===== src/rtl/mvm_pkg.sv =====
`default_nettype none
// ============================================================================
// Module      : mvm_pkg
// Description : Shared constants, element/accumulator types and the sequencer
//               state encoding for the mat_vec_mult sequencer slice.
// Revision    : 1.0 - initial release
// ============================================================================
package mvm_pkg;

  localparam int DATA_WIDTH = 8;
  localparam int DIM        = 8;
  localparam int ACC_WIDTH  = 3 * DATA_WIDTH;

  typedef logic [DATA_WIDTH-1:0] elem_t;
  typedef logic [ACC_WIDTH-1:0]  acc_t;
  typedef elem_t [DIM-1:0]       elem_vec_t;
  typedef acc_t  [DIM-1:0]       acc_vec_t;

  typedef enum logic [3:0] {
    IDLE   = 4'd0,
    CLR    = 4'd1,
    RD_A   = 4'd2,
    WT_A   = 4'd3,
    RD_B   = 4'd4,
    WT_B   = 4'd5,
    PUSH_B = 4'd6,
    RUN    = 4'd7,
    CAPT   = 4'd8
  } state_t;

endpackage
`default_nettype wire


===== src/rtl/mvm_seq_rd_port.sv =====
`default_nettype none
// ============================================================================
// Module      : mvm_seq_rd_port
// Description : Memory read port for the sequencer. Turns a launch request
//               into a registered one-cycle mem_rd/mem_addr, enforces a
//               single outstanding read, qualifies mem_rvalid against that
//               outstanding read and registers the returned word.
// Ports       : clk, rst          - clock, synchronous active-high reset
//               launch/launch_addr - request a read (strobe appears next cycle)
//               abort              - forget the outstanding read
//               mem_rd/mem_addr    - read request to memory
//               mem_rvalid/rdata   - read response from memory
//               rsp_valid          - accepted response this cycle
//               word               - last accepted read word
// Revision    : 1.0 - initial release
// ============================================================================
module mvm_seq_rd_port #(
  parameter int ADDR_W = 16,
  parameter int WORD_W = 64
) (
  input  logic              clk,
  input  logic              rst,
  input  logic              launch,
  input  logic [ADDR_W-1:0] launch_addr,
  input  logic              abort,
  output logic              mem_rd,
  output logic [ADDR_W-1:0] mem_addr,
  input  logic              mem_rvalid,
  input  logic [WORD_W-1:0] mem_rdata,
  output logic              rsp_valid,
  output logic [WORD_W-1:0] word
);
  import mvm_pkg::*;

  logic outstanding;
  logic issue;

  // A response is only meaningful while our single read is in flight; data
  // cannot legally return in the same cycle as the request itself.
  assign rsp_valid = mem_rvalid & outstanding & ~mem_rd;

  // The slot frees up in the cycle the response is accepted, so a new
  // request may be launched back-to-back with the accepted response.
  assign issue = launch & (~outstanding | rsp_valid);

  always_ff @(posedge clk) begin
    if (rst) begin
      mem_rd      <= 1'b0;
      mem_addr    <= '0;
      outstanding <= 1'b0;
      word        <= '0;
    end else begin
      mem_rd <= issue;
      if (issue) begin
        mem_addr <= launch_addr;
      end
      if (issue) begin
        outstanding <= 1'b1;
      end else if (rsp_valid || abort) begin
        outstanding <= 1'b0;
      end
      if (rsp_valid) begin
        word <= mem_rdata;
      end
    end
  end

endmodule
`default_nettype wire


===== src/rtl/mvm_seq_ctrl.sv =====
`default_nettype none
// ============================================================================
// Module      : mvm_seq_ctrl
// Description : Sequencer for the 8-lane mat_vec_mult datapath. On start it
//               clears the MAC array, fetches eight matrix columns and one
//               vector word, streams them into the A FIFOs and B FIFO, waits
//               for the datapath done and latches the accumulators.
// Option      : `define MVM_SEQ_TIMEOUT_EN adds output err and a watchdog of
//               TIMEOUT_CYCLES cycles on WT_A, WT_B and RUN.
// Ports       : clk, rst                 - clock, synchronous active-high reset
//               start, base_addr         - job request and matrix base address
//               busy, done, result       - job status and latched results
//               mem_rd/addr/rdata/rvalid - word-wide memory read port
//               mv_clr, mv_a_*, mv_b_*   - datapath clear and FIFO pushes
//               mv_done, mv_out          - datapath completion/accumulators
//               err (option only)        - job ended by watchdog
// Revision    : 1.0 - initial release
// ============================================================================
module mvm_seq_ctrl #(
  parameter int DATA_WIDTH     = 8,
  parameter int DIM            = 8,
  parameter int ADDR_W         = 16,
  parameter int TIMEOUT_CYCLES = 1024
) (
  input  logic                                 clk,
  input  logic                                 rst,
  input  logic                                 start,
  input  logic [ADDR_W-1:0]                    base_addr,
  output logic                                 busy,
  output logic                                 done,
  output logic [DIM-1:0][3*DATA_WIDTH-1:0]     result,
  output logic                                 mem_rd,
  output logic [ADDR_W-1:0]                    mem_addr,
  input  logic [DIM*DATA_WIDTH-1:0]            mem_rdata,
  input  logic                                 mem_rvalid,
  output logic                                 mv_clr,
  output logic                                 mv_a_wren,
  output logic [DIM-1:0][DATA_WIDTH-1:0]       mv_a_data,
  output logic                                 mv_b_wren,
  output logic [DATA_WIDTH-1:0]                mv_b_data,
  input  logic                                 mv_done,
  input  logic [DIM-1:0][3*DATA_WIDTH-1:0]     mv_out
`ifdef MVM_SEQ_TIMEOUT_EN
  ,
  output logic                                 err
`endif
);
  import mvm_pkg::*;

  localparam int WORD_W = DIM * DATA_WIDTH;
  localparam int IDX_W  = $clog2(DIM);
  localparam int CNT_W  = IDX_W + 1;

  state_t                          state;
  logic [ADDR_W-1:0]               base;
  logic [CNT_W-1:0]                k;      // matrix columns pushed so far
  logic [CNT_W-1:0]                j;      // vector elements pushed so far
  logic [DIM-1:0][DATA_WIDTH-1:0]  b_vec;

  logic                            launch;
  logic [ADDR_W-1:0]               launch_addr;
  logic                            rsp_valid;
  logic [WORD_W-1:0]               word;
  logic                            timeout;

  // Reads are launched on the edge that enters RD_A/RD_B so the registered
  // mem_rd is high exactly during those states. Column k+1 (or the vector
  // word at base+8 after the last column) is requested while column k is
  // being pushed.
  assign launch      = (state == CLR) || ((state == WT_A) && rsp_valid);
  assign launch_addr = base + ADDR_W'((state == CLR) ? '0 : (k + 1'b1));

  // The read port's word register is loaded on the accepting edge, which
  // is exactly when mv_a_wren goes high, so it doubles as the A data stage.
  assign mv_a_data = word;

  mvm_seq_rd_port #(
    .ADDR_W (ADDR_W),
    .WORD_W (WORD_W)
  ) u_rd_port (
    .clk         (clk),
    .rst         (rst),
    .launch      (launch),
    .launch_addr (launch_addr),
    .abort       (timeout),
    .mem_rd      (mem_rd),
    .mem_addr    (mem_addr),
    .mem_rvalid  (mem_rvalid),
    .mem_rdata   (mem_rdata),
    .rsp_valid   (rsp_valid),
    .word        (word)
  );

`ifdef MVM_SEQ_TIMEOUT_EN
  localparam int TO_W = $clog2(TIMEOUT_CYCLES + 1);

  logic [TO_W-1:0] to_cnt;
  logic            to_hold;

  // The counter only advances while parked in a waiting state; any state
  // change (including leaving via the watchdog itself) restarts it at zero.
  assign to_hold = (((state == WT_A) || (state == WT_B)) && !rsp_valid) ||
                   ((state == RUN) && !mv_done);
  assign timeout = to_hold && (to_cnt == TO_W'(TIMEOUT_CYCLES - 1));

  always_ff @(posedge clk) begin
    if (rst || !to_hold || timeout) begin
      to_cnt <= '0;
    end else begin
      to_cnt <= to_cnt + 1'b1;
    end
  end

  always_ff @(posedge clk) begin
    if (rst) begin
      err <= 1'b0;
    end else if ((state == IDLE) && start) begin
      err <= 1'b0;
    end else if (timeout) begin
      err <= 1'b1;
    end
  end
`else
  logic unused_timeout;

  assign timeout        = 1'b0;
  assign unused_timeout = (TIMEOUT_CYCLES != 0);
`endif

  always_ff @(posedge clk) begin
    if (rst) begin
      state     <= IDLE;
      base      <= '0;
      k         <= '0;
      j         <= '0;
      b_vec     <= '0;
      busy      <= 1'b0;
      done      <= 1'b0;
      result    <= '0;
      mv_clr    <= 1'b0;
      mv_a_wren <= 1'b0;
      mv_b_wren <= 1'b0;
      mv_b_data <= '0;
    end else begin
      mv_clr    <= 1'b0;
      mv_a_wren <= 1'b0;
      mv_b_wren <= 1'b0;
      done      <= 1'b0;
      unique case (state)
        IDLE: begin
          if (start) begin
            base   <= base_addr;
            busy   <= 1'b1;
            mv_clr <= 1'b1;
            state  <= CLR;
          end
        end
        CLR: begin
          k     <= '0;
          state <= RD_A;
        end
        RD_A: begin
          state <= WT_A;
        end
        WT_A: begin
          if (rsp_valid) begin
            mv_a_wren <= 1'b1;
            k         <= k + 1'b1;
            state     <= (k == CNT_W'(DIM - 1)) ? RD_B : RD_A;
          end else if (timeout) begin
            done  <= 1'b1;
            busy  <= 1'b0;
            state <= CAPT;
          end
        end
        RD_B: begin
          state <= WT_B;
        end
        WT_B: begin
          if (rsp_valid) begin
            // Element 0 goes out immediately; the rest follow from b_vec.
            b_vec     <= mem_rdata;
            mv_b_wren <= 1'b1;
            mv_b_data <= mem_rdata[DATA_WIDTH-1:0];
            j         <= CNT_W'(1);
            state     <= PUSH_B;
          end else if (timeout) begin
            done  <= 1'b1;
            busy  <= 1'b0;
            state <= CAPT;
          end
        end
        PUSH_B: begin
          if (j == CNT_W'(DIM)) begin
            state <= RUN;
          end else begin
            mv_b_wren <= 1'b1;
            mv_b_data <= b_vec[j[IDX_W-1:0]];
            j         <= j + 1'b1;
          end
        end
        RUN: begin
          if (mv_done) begin
            result <= mv_out;
            done   <= 1'b1;
            busy   <= 1'b0;
            state  <= CAPT;
          end else if (timeout) begin
            done  <= 1'b1;
            busy  <= 1'b0;
            state <= CAPT;
          end
        end
        CAPT: begin
          state <= IDLE;
        end
        default: begin
          state <= IDLE;
        end
      endcase
    end
  end

endmodule
`default_nettype wire

===== config.mk =====
export PLATFORM = sky130hd
export DESIGN_NAME = mvm_seq_ctrl
export DESIGN_NICKNAME = d
export VERILOG_FILES = /design/src/rtl/mvm_pkg.sv /design/src/rtl/mvm_seq_rd_port.sv /design/src/rtl/mvm_seq_ctrl.sv
export SDC_FILE = /design/constraint.sdc
export NUM_CORES = 1
export LEC_CHECK = 0
export CORE_AREA = 2 2 217 219
export DETAILED_ROUTE_END_ITERATION = 6
export DIE_AREA = 0 0 219 221
export GPL_TIMING_DRIVEN = 0
export PLACE_DENSITY = 0.64
export SYNTH_ARGS = -nofsm -noshare
export SYNTH_HDL_FRONTEND = slang
export SYNTH_SLANG_ARGS = --single-unit

===== constraint.sdc =====
create_clock -name clk -period 3.3 [get_ports clk]
set_input_delay 0.495 -clock clk [delete_from_list [all_inputs] [get_ports clk]]
set_output_delay 0.495 -clock clk [all_outputs]
set_load 0.01 [all_outputs]

# Word level (Yosys, flattened, before mapping)

Cells that the tools add are included.

Bits in registers: 379
Word-level logic and storage cells: 104

$add $sub $neg: 4
Magnitude comparators: 1
Equal/unequal tests: 15
Mux-type cells: 28
Bitwise operators: 9
Reduce and logical (&&, ||, !) cells: 17

Operators by type and width:

| operator            | count |
|---|---|
| $mux 4              | 8 |
| $pmux 4 s8          | 1 |
| $bmux 8 s3          | 1 |
| $mux 8              | 3 |
| $eq 4x3->1 const B  | 5 |
| $add 16x5->16       | 1 |
| $pmux 4 s2          | 2 |
| $pmux 8 s2          | 1 |
| $ne 2x2->1 const B  | 6 |
| $add 4x1->4 const B | 2 |
| $eq 4x2->1 const B  | 2 |
| $mux 1              | 8 |
| $reduce_and 2->1    | 4 |
| $reduce_bool 2->1   | 4 |
| $reduce_and 3->1    | 2 |
| $reduce_or 2->1     | 3 |
| $add 4x1->5 const B | 1 |
| $mux 5              | 1 |
| $not 1->1           | 5 |
| $reduce_and 5->1    | 1 |
| $eq 4x1->1 const B  | 1 |
| $eq 4x4->1 const B  | 1 |
| $logic_not 4->1     | 1 |
| $lt 3x4->1 const B  | 1 |
| 6 further kinds     | 9 |

# Depth between registers and ports, before layout

Depth after elaboration: 6
Gate-level depth with buffers: 10

# Cells and area by module

From an unflattened synthesis, not the netlist that was laid out.

Cells, all modules: 1,752
Area, all modules: 14,302.5 um^2

Modules (own cells, without submodules):

| module          | instances | cells each | area an instance (um^2) | seq. area each (um^2) |
|---|---|---|---|---|
| mvm_seq_ctrl    | 1         | 1,396      | 11,259.5                | 5,945.7 |
| mvm_seq_rd_port | 1         | 356        | 3,042.9                 | 1,641.6 |

# Worst setup path after synthesis

No wires, ideal clock.

Path kind: register to register
Start: reg state[0]
End: reg u_rd_port.mem_addr[10]
Arrival: 2.725 ns
Required time: 3.209 ns
Setup slack: 0.484 ns
Cell stages (with the launch flop): 10
Period minus slack after synthesis: 2.816 ns
Path through: dfxtp_1 > buf_2 > nor4b_1 > nor2_1 > ha_1 > fa_1 > a211o_2 > a21oi_2 > o31ai_1 > a311oi_1

Word-level cells in the longest chain between the ends: 4
Elaborated cells on any way between the ends: 7
Those cells by class: add/sub: 1; eq/ne: 2; mux: 1; bitwise: 1; reduce/logical: 2

Ends and longest elaborated chain:

| element                                                               | RTL line              | source |
|---|---|---|
| start: declaration                                                    | mvm_seq_ctrl.sv:54    | `state_t state;` |
| start signal: assignment                                              | mvm_seq_ctrl.sv:169   | `state <= (k == CNT_W'(DIM - 1)) ? RD_B : RD_A;` |
| parallel branches: the longest is 4 deep, another holds $add 16x5->16 | -                     |  |
| end signal: assignment                                                | mvm_seq_rd_port.sv:55 | `mem_addr <= launch_addr;` |
| end: declaration                                                      | mvm_seq_rd_port.sv:27 | `output logic [ADDR_W-1:0] mem_addr,` |

Parallel ways; which one is timed is not known.
A chain may end at the register's enable or synchronous reset.

# Worst setup path in the final report

Same ends and word-level chain as after synthesis.

==> metrics.txt <==
PnR worst setup slack 0.306 ns; die area roughly 48000 µm²; register area share after synthesis ~54%; TritonRoute pass-1 iters 5; clk root buf clkbuf_16; max_cap viols 0; number of H-tree levels 2; Hold Vio Cnt, Final 0; Num CTS Buffers 44; core area 46100 µm²; CP startpoint state[0]; Iter 0 DRT Violations 770; Worst Hold Class flop to flop; grt total ovfl 0; Die X 219 µm; Global Route met1 Usage 26.6%; CTS Buffer Depth 3; Placer Congestion about 0.91; sequential power share 45.1%; sw power between 2 and 3 mW; DR DRC count 0; Synth Cell Area 14100 µm²; Setup crit start kind flop; GRT met3 Usage 5.33%; Bufs and invs on worst path 1; global-route wire length before repair 83.8 mm; min-delay src result[145]; Finished Core Util 47.5%; switch share 24.7%; crit path kind flop to flop; fillers 4503; reg2reg start state[0]; largest net degree at the start of global routing 13; # clock sinks approximately 380; Clock Latency Late Sink about 0.56 ns; synth warn 0; top_reg_cell synth dfxtp_1; multi-input logic area 5970 µm²; Int Pwr around 8 mW; relative max-transition margin ~40%; CP max-delay cell fa_1; CP endpoint kind flop; Min Clock Period, post-route between 2 and 3 ns; Port Buffers 562; Fmax 0.334 GHz; Post-CTS Setup Bufs 0; crit path cell chain buf_2 > nor4b_4 > nor2_1 > ha_1 > fa_1 > a211o_2 > a21oi_2 > o31ai_1 > a311oi_1; leakage 7.24 nW; Total GRT Usage between 20 and 25%; layout cells sized above 1 roughly 5%; pre-CTS WS -0.0313 ns; Post-synth EDFFs 0; final cell count without fillers 3003; clock skew roughly 0.016 ns; vias per inst between 4 and 5; GRT busiest layer met2; Async SR Flop Fraction 0%; commonest non-fill, non-tap cell in the layout nand2_1; DRT antenna net count 0; CP Max Fanout 10; initial antenna violation count 1; Worst Max-Slew Pin Slew 0.884 ns; crit path DAT roughly 3.5 ns; Finish-stage setup viols 0; num rows 79; max incr delay on CP between 0.4 and 0.5 ns; I/O pin count between 500 and 600; fin. max-slew vios 0; WP data required 3.76 ns; Initial Utilization 30.7%; #FFs+latches synth 379; # hold bufs at CTS 0; hpwl dp 44.0 mm; syn_area_per_cell 8.03 µm²; Die H 221 µm; Gate power share 11.2%; Antenna Cells 0; RSZ-0062 raised after global routing false; vias in the first global route 14061; power density over the cells 485 nW/µm²; outcome finished, final reports clean; Clk pwr share 43.6%; M2 GR Usage 39.9%; dpl cells between 2000 and 3000; delay-heaviest family, CP compound AO/OA/AOI/OAI gates; Post-Syn Nets 2045; post_cts resized 1; TritonCTS clock tree done; Layout area overhead 54.8%; via count between 10000 and 15000; Unique masters post-synth between 50 and 60; setup TNS 0 ns; Reg area around 7600 µm²; wire length per cell 18.8 µm; most frequent cells in the layout 689 x nand2_1, 562 x clkdlybuf4s50_1, 379 x dfxtp_1; final WL 56.5 mm; Final nets 2653; Tcrit/Tclk final 90.7%; cells after synthesis 1759; Peak VDD IR about 360 µV; clock-pin slew on the worst setup and hold paths 0.06 ns
power by group through the flow:
| stage | Sequential (mW) | Clock, mW | Combinational [mW] |
|---|---|---|---|
| 6_report | 4.79 | 4.63 | 1.19 |
| 5_1_grt | 4.81 | 4.92 | 1.29 |
| 4_1_cts | 4.79 | 4.74 | 1.20 |
| 3_5_place_dp | 4.89 | 0 | 1.19 |
| 3_3_place_gp | 4.88 | 0 | 1.18 |
| 2_1_floorplan | 4.91 | 0 | 0.411 |
synthesized netlist by cell type (all sizes together), types with 6 or more instances:
library cell	number	share of area [%]
mux4	16	2.6
a211oi	6	0.32
a21oi	353	13
ha	8	0.71
buf	40	1.3
nand2	689	18
o21ai	13	0.46
inv	8	0.21
dfxtp	379	54
nor2	24	0.64
or4	11	0.60
a31oi	14	0.62
a22oi	9	0.48
clkbuf	92	2.5
o31ai	10	0.53
nand3	19	0.71
path summary, 6_finish.rpt:
kind	to	slack, ns	cells past startpoint
worst max-delay path	u_rd_port.mem_addr[10]	0.31	9
worst min-delay path	result[145]	0.45	2
worst max register to register	u_rd_port.mem_addr[10]	0.31	9
worst min register to register	result[145]	0.45	2
final cells by class:
cell class              count  area share, %
clock buffers              65           5.86
clock inverters            10          0.303
flip-flops and latches    379           34.7
repair buffers            562           25.7
multi-input cells        1239           27.3
inverters                   9          0.154
plain buffers             132           2.49
well taps                 607           3.47
registers in the layout (all words and copies together), names as in the netlist, 8 cells and up:
signal              flops
b_vec                  64
mv_b_data               8
result                192
u_rd_port.word         64
u_rd_port.mem_addr     16
base                   16
logic make-up (layout without fill, tap and decap cells):
kind of cell,Yosys count,in the layout,synth area share (%)
compound gates,425,425,16.1
xor+xnor,2,2,0.124
fa+ha+maj,9,9,0.850
buf+inv,141,778,4.10
flops,379,379,53.7
mux,18,18,2.69
simple gates,785,785,22.4
worst reg2reg max path, cell delays in order, from the launching register on:
cell      delay, ns
dfxtp_1        0.40
buf_2          0.24
nor4b_4        0.35
nor2_1         0.09
ha_1           0.23
fa_1           0.45
a211o_2        0.38
a21oi_2        0.35
o31ai_1        0.14
a311oi_1       0.27
metal layers:
metal  vias up  part of all wire (%)
met3        78                   7.6
li1       7073                     -
met1      6858                    41
met2       539                    49
met5         -                 0.027
met4         2                   2.5
per-stage QoR:
step / power, mW / hold slack [ns] / cell area [µm²]
6_report: 10.6 / 0.453 / 21900
5_1_grt: 11.0 / 0.469 / 21900
4_1_cts: 10.7 / 0.438 / 21900
3_5_place_dp: 6.08 / 0.446 / 20500
3_3_place_gp: 6.06 / 0.439 / 20500
2_1_floorplan: 5.32 / 0.433 / 14100
Note: power is estimated with default switching activity, not from simulation.
